File: src/rtl/lsu_pkg.sv
// Shared types and encodings for the load/store unit.
package lsu_pkg;

  typedef enum logic [1:0] {
    IDLE   = 2'd0,
    FIRST  = 2'd1,
    SECOND = 2'd2,
    DONE   = 2'd3
  } lsu_state_t;

  localparam logic [1:0] WIDTH_WORD = 2'b00;
  localparam logic [1:0] WIDTH_HALF = 2'b01;
  localparam logic [1:0] WIDTH_BYTE = 2'b10;

  // Byte-lane mask of an access before it is shifted to its address offset.
  // Encoding 2'b11 falls into the word case.
  function automatic logic [3:0] width_mask(input logic [1:0] width);
    case (width)
      WIDTH_HALF: return 4'b0011;
      WIDTH_BYTE: return 4'b0001;
      default:    return 4'b1111;
    endcase
  endfunction

endpackage

File: src/rtl/lsu_align.sv
// Byte-lane alignment: store data shift, byte enables, and load extraction
// with sign/zero extension. Purely combinational.
module lsu_align
  import lsu_pkg::*;
(
  input  logic [1:0]  i_offset,
  input  logic [1:0]  i_width,
  input  logic        i_unsigned,
  input  logic [31:0] i_wdata,
  input  logic [31:0] i_rword_lo,
  input  logic [23:0] i_rword_hi,
  output logic [31:0] o_wdata_lo,
  output logic [31:0] o_wdata_hi,
  output logic [3:0]  o_be_lo,
  output logic [3:0]  o_be_hi,
  output logic        o_split,
  output logic [31:0] o_rdata
);

  logic [63:0] w_wshift;
  logic [7:0]  w_be;
  logic [31:0] w_rshift;

  // Shift store data and lane mask across a two-word window; the upper word
  // is only used when the access spills past the word boundary.
  always_comb begin
    w_wshift   = {32'b0, i_wdata} << {i_offset, 3'b000};
    w_be       = {4'b0000, width_mask(i_width)} << i_offset;
    o_wdata_lo = w_wshift[31:0];
    o_wdata_hi = w_wshift[63:32];
    o_be_lo    = w_be[3:0];
    o_be_hi    = w_be[7:4];
    o_split    = |w_be[7:4];
  end

  // Pull the addressed bytes down to bit 0 (little-endian), then extend.
  always_comb begin
    case (i_offset)
      2'd0:    w_rshift = i_rword_lo;
      2'd1:    w_rshift = {i_rword_hi[7:0],  i_rword_lo[31:8]};
      2'd2:    w_rshift = {i_rword_hi[15:0], i_rword_lo[31:16]};
      default: w_rshift = {i_rword_hi[23:0], i_rword_lo[31:24]};
    endcase
    case (i_width)
      WIDTH_HALF: o_rdata = {{16{~i_unsigned & w_rshift[15]}}, w_rshift[15:0]};
      WIDTH_BYTE: o_rdata = {{24{~i_unsigned & w_rshift[7]}},  w_rshift[7:0]};
      default:    o_rdata = w_rshift;
    endcase
  end

endmodule

File: src/rtl/load_store_unit.sv
// Load/store unit: turns a single CPU memory request into one or two
// word-aligned bus transfers, stalling the pipeline until it completes.
module load_store_unit
  import lsu_pkg::*;
(
  input  logic        clk,
  input  logic        rst,
  input  logic        MemRead,
  input  logic        MemWrite,
  input  logic [1:0]  DataWidth,
  input  logic        Unsigned,
  input  logic [31:0] Addr,
  input  logic [31:0] WriteData,
  output logic [31:0] ReadData,
  output logic        Stall,
  output logic        mem_req,
  output logic        mem_we,
  output logic [31:0] mem_addr,
  output logic [31:0] mem_wdata,
  output logic [3:0]  mem_be,
  input  logic        mem_ready,
  input  logic [31:0] mem_rdata
);

  lsu_state_t  r_state;
  lsu_state_t  w_state_next;
  logic [31:0] r_addr;
  logic [31:0] r_wdata;
  logic [31:0] r_word0;
  logic [31:0] r_read_data;
  logic [1:0]  r_width;
  logic        r_unsigned;
  logic        r_we;

  logic        w_req;
  logic        w_split;
  logic        w_xfer;
  logic        w_last;
  logic [31:0] w_wdata_lo;
  logic [31:0] w_wdata_hi;
  logic [3:0]  w_be_lo;
  logic [3:0]  w_be_hi;
  logic [31:0] w_rword_lo;
  logic [31:0] w_load_data;

  assign w_req    = MemRead | MemWrite;
  assign w_xfer   = mem_req & mem_ready;
  // Final transfer of the access: aligned FIRST, or SECOND of a split.
  assign w_last   = w_xfer & ((r_state == SECOND) | ~w_split);
  // On an aligned load the low word comes straight off the bus.
  assign w_rword_lo = (r_state == FIRST) ? mem_rdata : r_word0;
  assign ReadData = r_read_data;

  lsu_align u_align (
    .i_offset   (r_addr[1:0]),
    .i_width    (r_width),
    .i_unsigned (r_unsigned),
    .i_wdata    (r_wdata),
    .i_rword_lo (w_rword_lo),
    .i_rword_hi (mem_rdata[23:0]),
    .o_wdata_lo (w_wdata_lo),
    .o_wdata_hi (w_wdata_hi),
    .o_be_lo    (w_be_lo),
    .o_be_hi    (w_be_hi),
    .o_split    (w_split),
    .o_rdata    (w_load_data)
  );

  // State register.
  always_ff @(posedge clk or posedge rst) begin
    if (rst) begin
      r_state <= IDLE;
    end else begin
      r_state <= w_state_next;
    end
  end

  // Next state, stall and bus outputs; bus is driven only from latched state
  // so it stays stable while mem_ready is low.
  always_comb begin
    w_state_next = r_state;
    Stall        = 1'b0;
    mem_req      = 1'b0;
    mem_we       = 1'b0;
    mem_addr     = 32'b0;
    mem_wdata    = 32'b0;
    mem_be       = 4'b0;
    unique case (r_state)
      IDLE: begin
        if (w_req) begin
          Stall        = 1'b1;
          w_state_next = FIRST;
        end
      end
      FIRST: begin
        Stall     = 1'b1;
        mem_req   = 1'b1;
        mem_we    = r_we;
        mem_addr  = {r_addr[31:2], 2'b00};
        mem_wdata = w_wdata_lo;
        mem_be    = w_be_lo;
        if (mem_ready) begin
          w_state_next = w_split ? SECOND : DONE;
        end
      end
      SECOND: begin
        Stall     = 1'b1;
        mem_req   = 1'b1;
        mem_we    = r_we;
        // 30-bit word address wraps naturally at the top of memory.
        mem_addr  = {r_addr[31:2] + 30'd1, 2'b00};
        mem_wdata = w_wdata_hi;
        mem_be    = w_be_hi;
        if (mem_ready) begin
          w_state_next = DONE;
        end
      end
      DONE: begin
        w_state_next = IDLE;
      end
      default: begin
        w_state_next = IDLE;
      end
    endcase
  end

  // Request latch, first-word capture and load result register.
  always_ff @(posedge clk or posedge rst) begin
    if (rst) begin
      r_addr      <= 32'b0;
      r_wdata     <= 32'b0;
      r_width     <= WIDTH_WORD;
      r_unsigned  <= 1'b0;
      r_we        <= 1'b0;
      r_word0     <= 32'b0;
      r_read_data <= 32'b0;
    end else begin
      if ((r_state == IDLE) && w_req) begin
        r_addr     <= Addr;
        r_wdata    <= WriteData;
        r_width    <= DataWidth;
        r_unsigned <= Unsigned;
        r_we       <= MemWrite;  // store wins when both are requested
      end
      if ((r_state == FIRST) && w_xfer) begin
        r_word0 <= mem_rdata;
      end
      if (w_last && !r_we) begin
        r_read_data <= w_load_data;
      end
    end
  end

endmodule

File: config.mk
export PLATFORM = sky130hd
export DESIGN_NAME = load_store_unit
export DESIGN_NICKNAME = d
export VERILOG_FILES = /design/src/rtl/lsu_pkg.sv /design/src/rtl/lsu_align.sv /design/src/rtl/load_store_unit.sv
export SDC_FILE = /design/constraint.sdc
export NUM_CORES = 1
export LEC_CHECK = 0
export ABC_AREA = 1
export ABC_CLOCK_PERIOD_IN_PS = 6350
export CAP_MARGIN = 30
export CORE_UTILIZATION = 53
export CTS_BUF_LIST = sky130_fd_sc_hd__clkbuf_8
export DETAILED_ROUTE_END_ITERATION = 7
export PLACE_DENSITY = 0.86
export SETUP_SLACK_MARGIN = 0.2
export SYNTH_ARGS = -nofsm -noshare
export SYNTH_HDL_FRONTEND = slang
export SYNTH_SLANG_ARGS = --single-unit
File: constraint.sdc
create_clock -name clk -period 6.35 [get_ports clk]
set_clock_uncertainty 0.2 [all_clocks]
set_input_delay 0.9525 -clock clk [delete_from_list [all_inputs] [get_ports clk]]
set_output_delay 0.9525 -clock clk [all_outputs]
set_load 0.03 [all_outputs]
==> run summary <==
Starting DRT DRC Count: 1,109
Critical path startpoint: r_state[0]
# hold bufs at CTS: 0
Diode count: 0
Top cell type's share of synthesized area: 0.376
Most frequent cell after synthesis: nand2_1
Seq/Total Area, Yosys: 0.376
DP Area: 10,900 µm²
Crit-path max FO: 27
P_leak: 5.15 nW
Largest net degree at the start of global routing: 99
WL final: 29,700 µm
Hold Crit Start: ReadData[0]
Gr ovfl total: 0
Drt drc: 0
Worst slew pin tran: 0.933 ns
Final Non-Filler Cells: 1,691
Crit. End Element: output pin
Cts repair resizes: 0
Yosys warns: 0
CP Buf/Inv Count: 3
Register area: 3350 µm²
Post-synthesis area per instance: 6.86 µm²
Max-cap violations: 0
WP data arrival: 3.89 ns
Reg2reg start: r_addr[1]
Delay-heaviest family, CP: buffers and inverters
Synthesized cell area: 8930 µm²
Area of the multi-input gates: 4640 µm²
Combinational fraction of design power: 0.649
Main flop type after synthesis: dfrtp_1
Relative slew slack: 0.378
Filler cells: 1,441
Setup TNS: 0 ns
CP max stage cell: clkinv_1
DIE WIDTH: 132 µm
Die Ht: 132 µm
Cells after DPL: 1,658
Clock transition at path regs: 0.08 ns
Critical path class: reg2out
Power Dens Cells: 603 nW/µm²
RSZ-0062 raised after global routing: no
Status: finished, final reports clean
Synth Register Bits: 134
VDD IR-drop max: 0.371 mV
Fin crit period: 5.04 ns
Clk buf depth: 2
DRT Pass-1 Iters: 7
Distinct cell type count after synthesis: 52
Maximum level of the CTS H-tree: 4
Post-synth top cells: nand2_1 (339), nor2_1 (140), inv_1 (138)
GPL Wtd Cong: 0.966
Flop pwr share: 0.242
Layout Nets: 1,571
Io pins: 207
Area grow syn2layout: 27.3%
Clk sinks: 134
Root buf cell: clkbuf_8
Global-route wire length before repair: 46,800 µm
Leading area contributor after synthesis: dfrtp_1
Post-CTS setup buffer count: 0
Final Core Density: 0.688
Internal Pwr Total: 3.17 mW
DR vias: 9,802
Die footprint: 17,400 µm²
Max Slew Vio Count: 0
Clock Power Share: 0.109
Fraction of registers with async set/reset: 1.00
Final Hold Viols: 0
Startpoint types: flip-flop
# port buffers: 204
Post-route ant nets: 0
WL/cell: 17.6 µm
Critical-path cell list: inv_1, ha_1, nand2_1, clkinv_1, a22oi_1, a21oi_1, clkdlybuf4s50_1
Final instance area: 11,400 µm²
CTS tree: done
Worst Hold Class: reg2reg
Worst EP required: 5.20 ns
Layout cell share with drive strength beyond 1: 0.0700
DPL Wire Length: 20,800 µm
NetSw: 3.68 mW
Period utilisation layout: 0.794
DR vias/cell: 5.80
Syn Inst Count: 1,302
Clock latency on the worst-skew pair: 0.47 ns
Tot GR Track Use: 0.343
Fmax: 198 MHz
Core Area: 16,500 µm²
Initial Util: 0.540
Sw Share: 0.538
Setup violations, final: 0
Vias in the first global route: 9,156
CTS Buf Count: 17
Row cnt: 47
EDFF count, synth: 0
Max incr delay on CP: 0.82 ns
Initial antenna violation count: 0
Top post-synthesis cells by area: dfrtp_1 (38%), nand2_1 (14%), o21ai_0 (7.5%), nor2_1 (5.9%), inv_1 (5.8%)
stage by stage:
step | total power, mW | worst slack (ns) | hold slack (ns)
after floorplan | 4.52 | 1.61 | 0.248
after global placement | 5.87 | 1.95 | 0.264
after detailed placement | 5.99 | 1.89 | 0.273
after CTS | 6.75 | 1.39 | 0.293
after global routing | 7.29 | 1.18 | 0.316
final | 6.85 | 1.31 | 0.289
cells by family after synthesis:
logic type,Yosys count,share of synthesized area
mux,27,0.0341
fa+ha+maj,9,0.0126
xor+xnor,1,0.000981
flops,134,0.376
buf+inv,225,0.107
other cells,1,0.000420
compound gates,299,0.184
simple gates,606,0.285
cells in the final DEF (no fill, tap or decap), types with 7 or more instances in the layout:
cell,Yosys,final
o211ai_1,12,12
nand2_1,339,338
ha_1,9,8
nor3_1,11,11
a21oi_1,92,92
clkbuf_8,0,17
o21ai_0,133,133
mux2_2,27,27
dfrtp_1,134,133
o21ai_1,7,7
o22ai_1,20,20
inv_2,8,8
or2_0,10,10
nor2_1,140,140
inv_1,138,137
a31oi_1,14,14
nand4_1,9,9
clkdlybuf4s50_1,0,204
nand3_1,67,67
cell type report:
type | count | share of cell area
clock buffer | 17 | 0.0206
clock inverter | 15 | 0.0149
inverter | 149 | 0.0499
multi-input combinational | 944 | 0.408
sequential | 134 | 0.295
tap | 220 | 0.0242
timing repair buffer | 212 | 0.187
registers in the layout (all words and copies together) (netlist names):
register and count:
r_word0 32, r_width 2, r_unsigned 1, r_state 2, r_wdata 32, r_addr 32
r_we 1, ReadData 32
path summary, 6_finish.rpt:
path | slack [ns] | depth (start not counted) | endpoint
setup / recovery | 1.31 | 7 | mem_addr[17]
hold / removal | 0.29 | 2 | ReadData[0]
setup reg to reg | 2.97 | 8 | ReadData[28]
hold reg to reg | 0.29 | 2 | ReadData[0]
max in group asynchronous | 4.00 | 3 | r_addr[0]
min in group asynchronous | 0.84 | 2 | r_word0[28]
power groups by stage:
stage	Clock [mW]	Sequential, mW	Combinational (mW)
floorplan	0	1.70	2.83
CTS	0.751	1.64	4.36
global placement	0	1.64	4.24
finish	0.749	1.66	4.45
detailed placement	0	1.65	4.34
global route	0.787	1.70	4.80
per-layer routing:
layer	vias to the layer above	GRT usage	share of wire
li1	4539	-	-
met1	4515	0.447	0.40
met2	639	0.521	0.44
met3	109	0.101	0.11
met4	0	0.171	0.044
met5	-	0	0
worst min-delay path, delay by kind of cell, from the launching register on:
kind               cells  cell delay, ns
AOI/OAI and AO/OA      1            0.06
and+or+nand+nor        1            0.05
DFF                    1            0.35
Power figures use the tool's default switching activity.
